[config.mk]
export PLATFORM = sky130hd
export DESIGN_NAME = reg_exec_seq
export DESIGN_NICKNAME = d
export VERILOG_FILES = /design/src/rtl/reg_exec_seq.sv
export SDC_FILE = /design/constraint.sdc
export NUM_CORES = 1
export LEC_CHECK = 0
export CORE_MARGIN = 2
export CORE_UTILIZATION = 52
export DETAILED_ROUTE_END_ITERATION = 10
export PLACE_DENSITY = 0.76
export SETUP_SLACK_MARGIN = 0.3
export SLEW_MARGIN = 0
export SYNTH_ARGS = -nofsm -noshare
export SYNTH_HDL_FRONTEND = slang
export SYNTH_SLANG_ARGS = --single-unit
[constraint.sdc]
create_clock -name clk -period 4.5 [get_ports clk]
set_clock_uncertainty 0.1 [all_clocks]
set_input_delay 0.9 -clock clk [delete_from_list [all_inputs] [get_ports clk]]
set_output_delay 0.9 -clock clk [all_outputs]
set_load 0.1 [all_outputs]
[src/rtl/reg_exec_seq.sv]
// Execute/writeback sequencer driving both ports of a 2R1W register file.
// Single-cycle ALU ops plus an iterative shift-add multiply.
module reg_exec_seq #(
  parameter int DataWidth = 8,
  parameter int NumRegs   = 8,
  parameter int AddrWidth = $clog2(NumRegs)
) (
  input  logic                 clk,
  input  logic                 reset,
  input  logic                 in_valid,
  output logic                 in_ready,
  input  logic [2:0]           op,
  input  logic [AddrWidth-1:0] rd_addr,
  input  logic [AddrWidth-1:0] rs1_addr,
  input  logic [AddrWidth-1:0] rs2_addr,
  input  logic [DataWidth-1:0] imm,
  output logic [AddrWidth-1:0] ra1,
  output logic [AddrWidth-1:0] ra2,
  input  logic [DataWidth-1:0] rd1,
  input  logic [DataWidth-1:0] rd2,
  output logic [AddrWidth-1:0] wa3,
  output logic [DataWidth-1:0] wd3,
  output logic                 we3,
  output logic                 done
);
  localparam int CntW = (DataWidth > 1) ? $clog2(DataWidth) : 1;
  localparam logic [CntW-1:0] CntLast = CntW'(DataWidth - 1);

  localparam logic [2:0] OpAdd = 3'b000;
  localparam logic [2:0] OpSub = 3'b001;
  localparam logic [2:0] OpAnd = 3'b010;
  localparam logic [2:0] OpOr  = 3'b011;
  localparam logic [2:0] OpXor = 3'b100;
  localparam logic [2:0] OpSlt = 3'b101;
  localparam logic [2:0] OpMul = 3'b110;

  typedef enum logic [1:0] {IDLE, READ, EXEC, WB} state_e;

  state_e               state_q, state_d;
  logic [2:0]           op_q, op_d;
  logic [AddrWidth-1:0] rd_q, rd_d;
  logic [DataWidth-1:0] imm_q, imm_d;
  logic [AddrWidth-1:0] ra1_q, ra1_d, ra2_q, ra2_d;
  logic [DataWidth-1:0] a_q, a_d, b_q, b_d;
  logic [DataWidth-1:0] acc_q, acc_d;
  logic [CntW-1:0]      cnt_q, cnt_d;
  logic [AddrWidth-1:0] wa3_q, wa3_d;
  logic [DataWidth-1:0] wd3_q, wd3_d;
  logic [DataWidth-1:0] alu, pp;

  always_ff @(posedge clk or negedge reset) begin
    if (!reset) begin
      state_q <= IDLE;
      op_q    <= '0;
      rd_q    <= '0;
      imm_q   <= '0;
      ra1_q   <= '0;
      ra2_q   <= '0;
      a_q     <= '0;
      b_q     <= '0;
      acc_q   <= '0;
      cnt_q   <= '0;
      wa3_q   <= '0;
      wd3_q   <= '0;
    end else begin
      state_q <= state_d;
      op_q    <= op_d;
      rd_q    <= rd_d;
      imm_q   <= imm_d;
      ra1_q   <= ra1_d;
      ra2_q   <= ra2_d;
      a_q     <= a_d;
      b_q     <= b_d;
      acc_q   <= acc_d;
      cnt_q   <= cnt_d;
      wa3_q   <= wa3_d;
      wd3_q   <= wd3_d;
    end
  end

  always_comb begin
    state_d = state_q;
    op_d    = op_q;
    rd_d    = rd_q;
    imm_d   = imm_q;
    ra1_d   = ra1_q;
    ra2_d   = ra2_q;
    a_d     = a_q;
    b_d     = b_q;
    acc_d   = acc_q;
    cnt_d   = cnt_q;
    wa3_d   = wa3_q;
    wd3_d   = wd3_q;
    // partial product for the current multiplier bit
    pp  = b_q[cnt_q] ? (a_q << cnt_q) : '0;
    alu = '0;
    unique case (op_q)
      OpAdd:   alu = a_q + b_q;
      OpSub:   alu = a_q - b_q;
      OpAnd:   alu = a_q & b_q;
      OpOr:    alu = a_q | b_q;
      OpXor:   alu = a_q ^ b_q;
      OpSlt:   alu = DataWidth'(a_q < b_q);
      OpMul:   alu = acc_q + pp;
      default: alu = imm_q;
    endcase
    unique case (state_q)
      IDLE: begin
        if (in_valid && in_ready) begin
          op_d    = op;
          rd_d    = rd_addr;
          imm_d   = imm;
          ra1_d   = rs1_addr;
          ra2_d   = rs2_addr;
          state_d = READ;
        end
      end
      READ: begin
        a_d     = rd1;
        b_d     = rd2;
        acc_d   = '0;
        cnt_d   = '0;
        state_d = EXEC;
      end
      EXEC: begin
        if (op_q == OpMul && cnt_q != CntLast) begin
          acc_d = alu;
          cnt_d = cnt_q + CntW'(1);
        end else begin
          wd3_d   = alu;
          wa3_d   = rd_q;
          state_d = WB;
        end
      end
      WB:      state_d = IDLE;
      default: state_d = IDLE;
    endcase
  end

  assign in_ready = (state_q == IDLE) && reset;
  assign ra1      = ra1_q;
  assign ra2      = ra2_q;
  assign wa3      = wa3_q;
  assign wd3      = wd3_q;
  assign done     = (state_q == WB);
  assign we3      = (state_q == WB) && (rd_q != '0);

endmodule

==> impl_metrics.csv <==
group,metric,value,unit
timing,setup_tns,0,ps
synth,yosys.area.top_type,"dfrtp_1",
worst_setup_path,worstPathCellList,"mux4_1 -> nand2_1 -> nor3_1 -> ha_1 -> fa_1 -> a21o_1 -> a21oi_1 -> o21ai_0 -> mux2_2 -> nor2_1 -> a211oi_1 -> o31ai_1",
timing,period_needed,3740,ps
worst_setup_path,crit_path_max_incr_delay,700,ps
placed_design,gp_congestion,0.945,
synth,synth_edf_count,0,
routing,top_layer_used,"met4",
synth,ys_seq_area_frac,0.364,
synth,synth_cells,435,
floorplanning,die_area,8670,um2
timing,drv_slew,0,
timing,rsz0062_at_grt,"no",
synth,synth_area,4130,um2
timing,worst_slew_pin_slew,1010,ps
flow_run,max-cap-violations,0,
routing,via_count,3567,
synth,ys.flop_type,"dfrtp_1",
placed_design,io_buffers,58,
timing,min_period_over_period,0.831,
routing,ant_nets,0,
floorplanning,coreArea,7730,um2
layout,layout.nets,565,
cts,clk_pin_slew,70,ps
layout,area_growth,20.1,%
worst_setup_path,cp.arrival,3890,ps
routing,wl_met2,5.09,mm
worst_setup_path,startpoint_type,"register",
synth,yosysWarnings,0,
worst_hold_path,hold_class,"register to register",
cts,cts_hold_buf,0,
cts,cts_resized,0,
synth,synth_cell_types,59,
cts,clockRootBuffer,"clkbuf_8",
synth,syn_area_per_cell,9.49,um2
cts,clock_latency,350,ps
timing,fmax,268,MHz
cts,cts_sinks,60,
cts,h-tree-depth,3,
cts,cts_buffers,9,
worst_setup_path,cp_top_family,"multiplexers",
layout,fill_cells,633,
synth,synthesis.nets,514,
global_routing,grt_pass1_wl,17.5,mm
routing,drtIter0Drc,293,
floorplanning,io_pins,59,
worst_setup_path,worstPathRequired,4650,ps
layout,antennaDiodeCount,0,
placed_design,hpwl,7.98,mm
worst_setup_path,worstSetupPathType,"register to register",
timing,slew_headroom,0.323,
synth,synth_seq_cells,60,
worst_setup_path,worst-path-buf-inv,0,
worst_setup_path,worst-path-max-fanout,13,
layout,seqCellArea,1500,um2
floorplanning,fp-row-count,32,
layout,final_cell_area,4960,um2
global_routing,grt_usage,0.260,
cts,cts_tree,"yes",
cts,cts.path.max_buffers,2,
floorplanning,start_util,0.534,
global_routing,grt_max_degree,61,
status,status,"completed",
global_routing,antenna_found_initial,0,
routing,drt-met1-wl,4.63,mm
synth,yosys.cell_count.top_type,"nand2_1",
routing,wl_met3,575,um
worst_setup_path,r2r_slack,760,ps
routing,wl_per_cell,17.9,um
floorplanning,fp.dieH,93.1,um
placed_design,detailed_place.area,4760,um2
routing,wl,10.6,mm
global_routing,grt_pass1_vias,3584,
cts,cts_setup_buffers,0,
routing,drt-pass1-iter-count,5,
worst_setup_path,endpoint_kind,"register",
synth,synth_area_leaders,"dfrtp_1 36%, ha_1 11%, mux2_2 7.4%",
timing,hold_viol,0,
synth,synth_commonest_cells,"62 x nand2_1, 60 x dfrtp_1, 39 x o21ai_0",
layout,layout-drive-gt1-share,0.112,
layout,multi_input_area,2430,um2
timing,finalSetupViolCount,0,
routing,drc,0,
synth,synth_top_area_share,0.364,
worst_setup_path,cp_slowest_cell,"dfrtp_1",
synth,synthArstFlopShare,1.00,
routing,routed_via_density,6.02,
floorplanning,fp.dieW,93.1,um
global_routing,grt_overflow,0,
## per-stage QoR
stage	util	setup slack, ps	cells	hold slack [ps]
2_1_floorplan	-	1360	435	356
4_1_cts	0.642	818	593	388
5_1_grt	0.642	526	593	419
6_report	0.642	762	593	383
3_3_place_gp	0.616	978	577	364
3_5_place_dp	0.616	816	577	369
## layout by cell type, fill, tap and decap left out, drive strengths merged, types with 3 or more instances in the layout
cell	n
nand2b	6
mux2	28
buf	5
a22o	9
fa	3
a31oi	3
xnor2	4
nor2	30
a211oi	5
or3	3
o21ai	41
clkdlybuf4s50	56
nand2	62
a21oi	17
nor3	7
a22oi	6
a21o	8
xor2	5
and3	4
o21a	3
dfrtp	60
o22a	4
mux2i	4
ha	37
clkbuf	9
mux4	6
clkinv	4
inv	27
o31ai	3
## metal layers
layer | up-vias | GRT usage
met4 | 0 | 0.102
met2 | 145 | 0.423
met3 | 32 | 0.0532
met1 | 1741 | 0.343
li1 | 1649 | -
met5 | - | 0
## cell families (layout without fill, tap and decap cells)
family | Yosys count | count (layout) | share of synthesized area
simple gates | 122 | 122 | 0.129
compound gates | 118 | 118 | 0.191
flops | 60 | 60 | 0.364
buf+inv | 48 | 104 | 0.0473
mux | 38 | 38 | 0.123
xor+xnor | 9 | 9 | 0.0191
fa+ha+maj | 40 | 40 | 0.127
## cell type report
cell class                 count  share of cell area
multi-input combinational    327               0.491
sequential                    60               0.303
timing repair buffer          61               0.120
tap                          102              0.0257
clock buffer                   9              0.0250
inverter                      27              0.0204
clock inverter                 7              0.0154
## worst register-to-register path: cells and delay by family (launching register included)
kind / cells / cell delay, ps
mux: 2 / 960
compound gates: 5 / 890
fa+ha+maj: 2 / 640
simple gates: 3 / 350
flops: 1 / 700
## registers in the layout, indices dropped and copies added (netlist names), 8 cells and up
| name | cells |
|---|---|
| wd3 | 8 |
| imm_q | 8 |
| acc_q | 8 |
| b_q | 8 |
| a_q | 8 |
## worst paths after layout
kind | from | to | cells past startpoint
max in group asynchronous | reset | imm_q[7] | 2
worst min-delay path | wa3[1] | wa3[1] | 2
min in group asynchronous | reset | a_q[2] | 2
worst max-delay path | cnt_q[0] | wd3[6] | 12
worst max register to register | cnt_q[0] | wd3[6] | 12
worst min register to register | wa3[1] | wa3[1] | 2
Power is left out: the tool's default activity adds up to more than one toggle a clock period on the data nets, which glitch-free logic cannot reach.
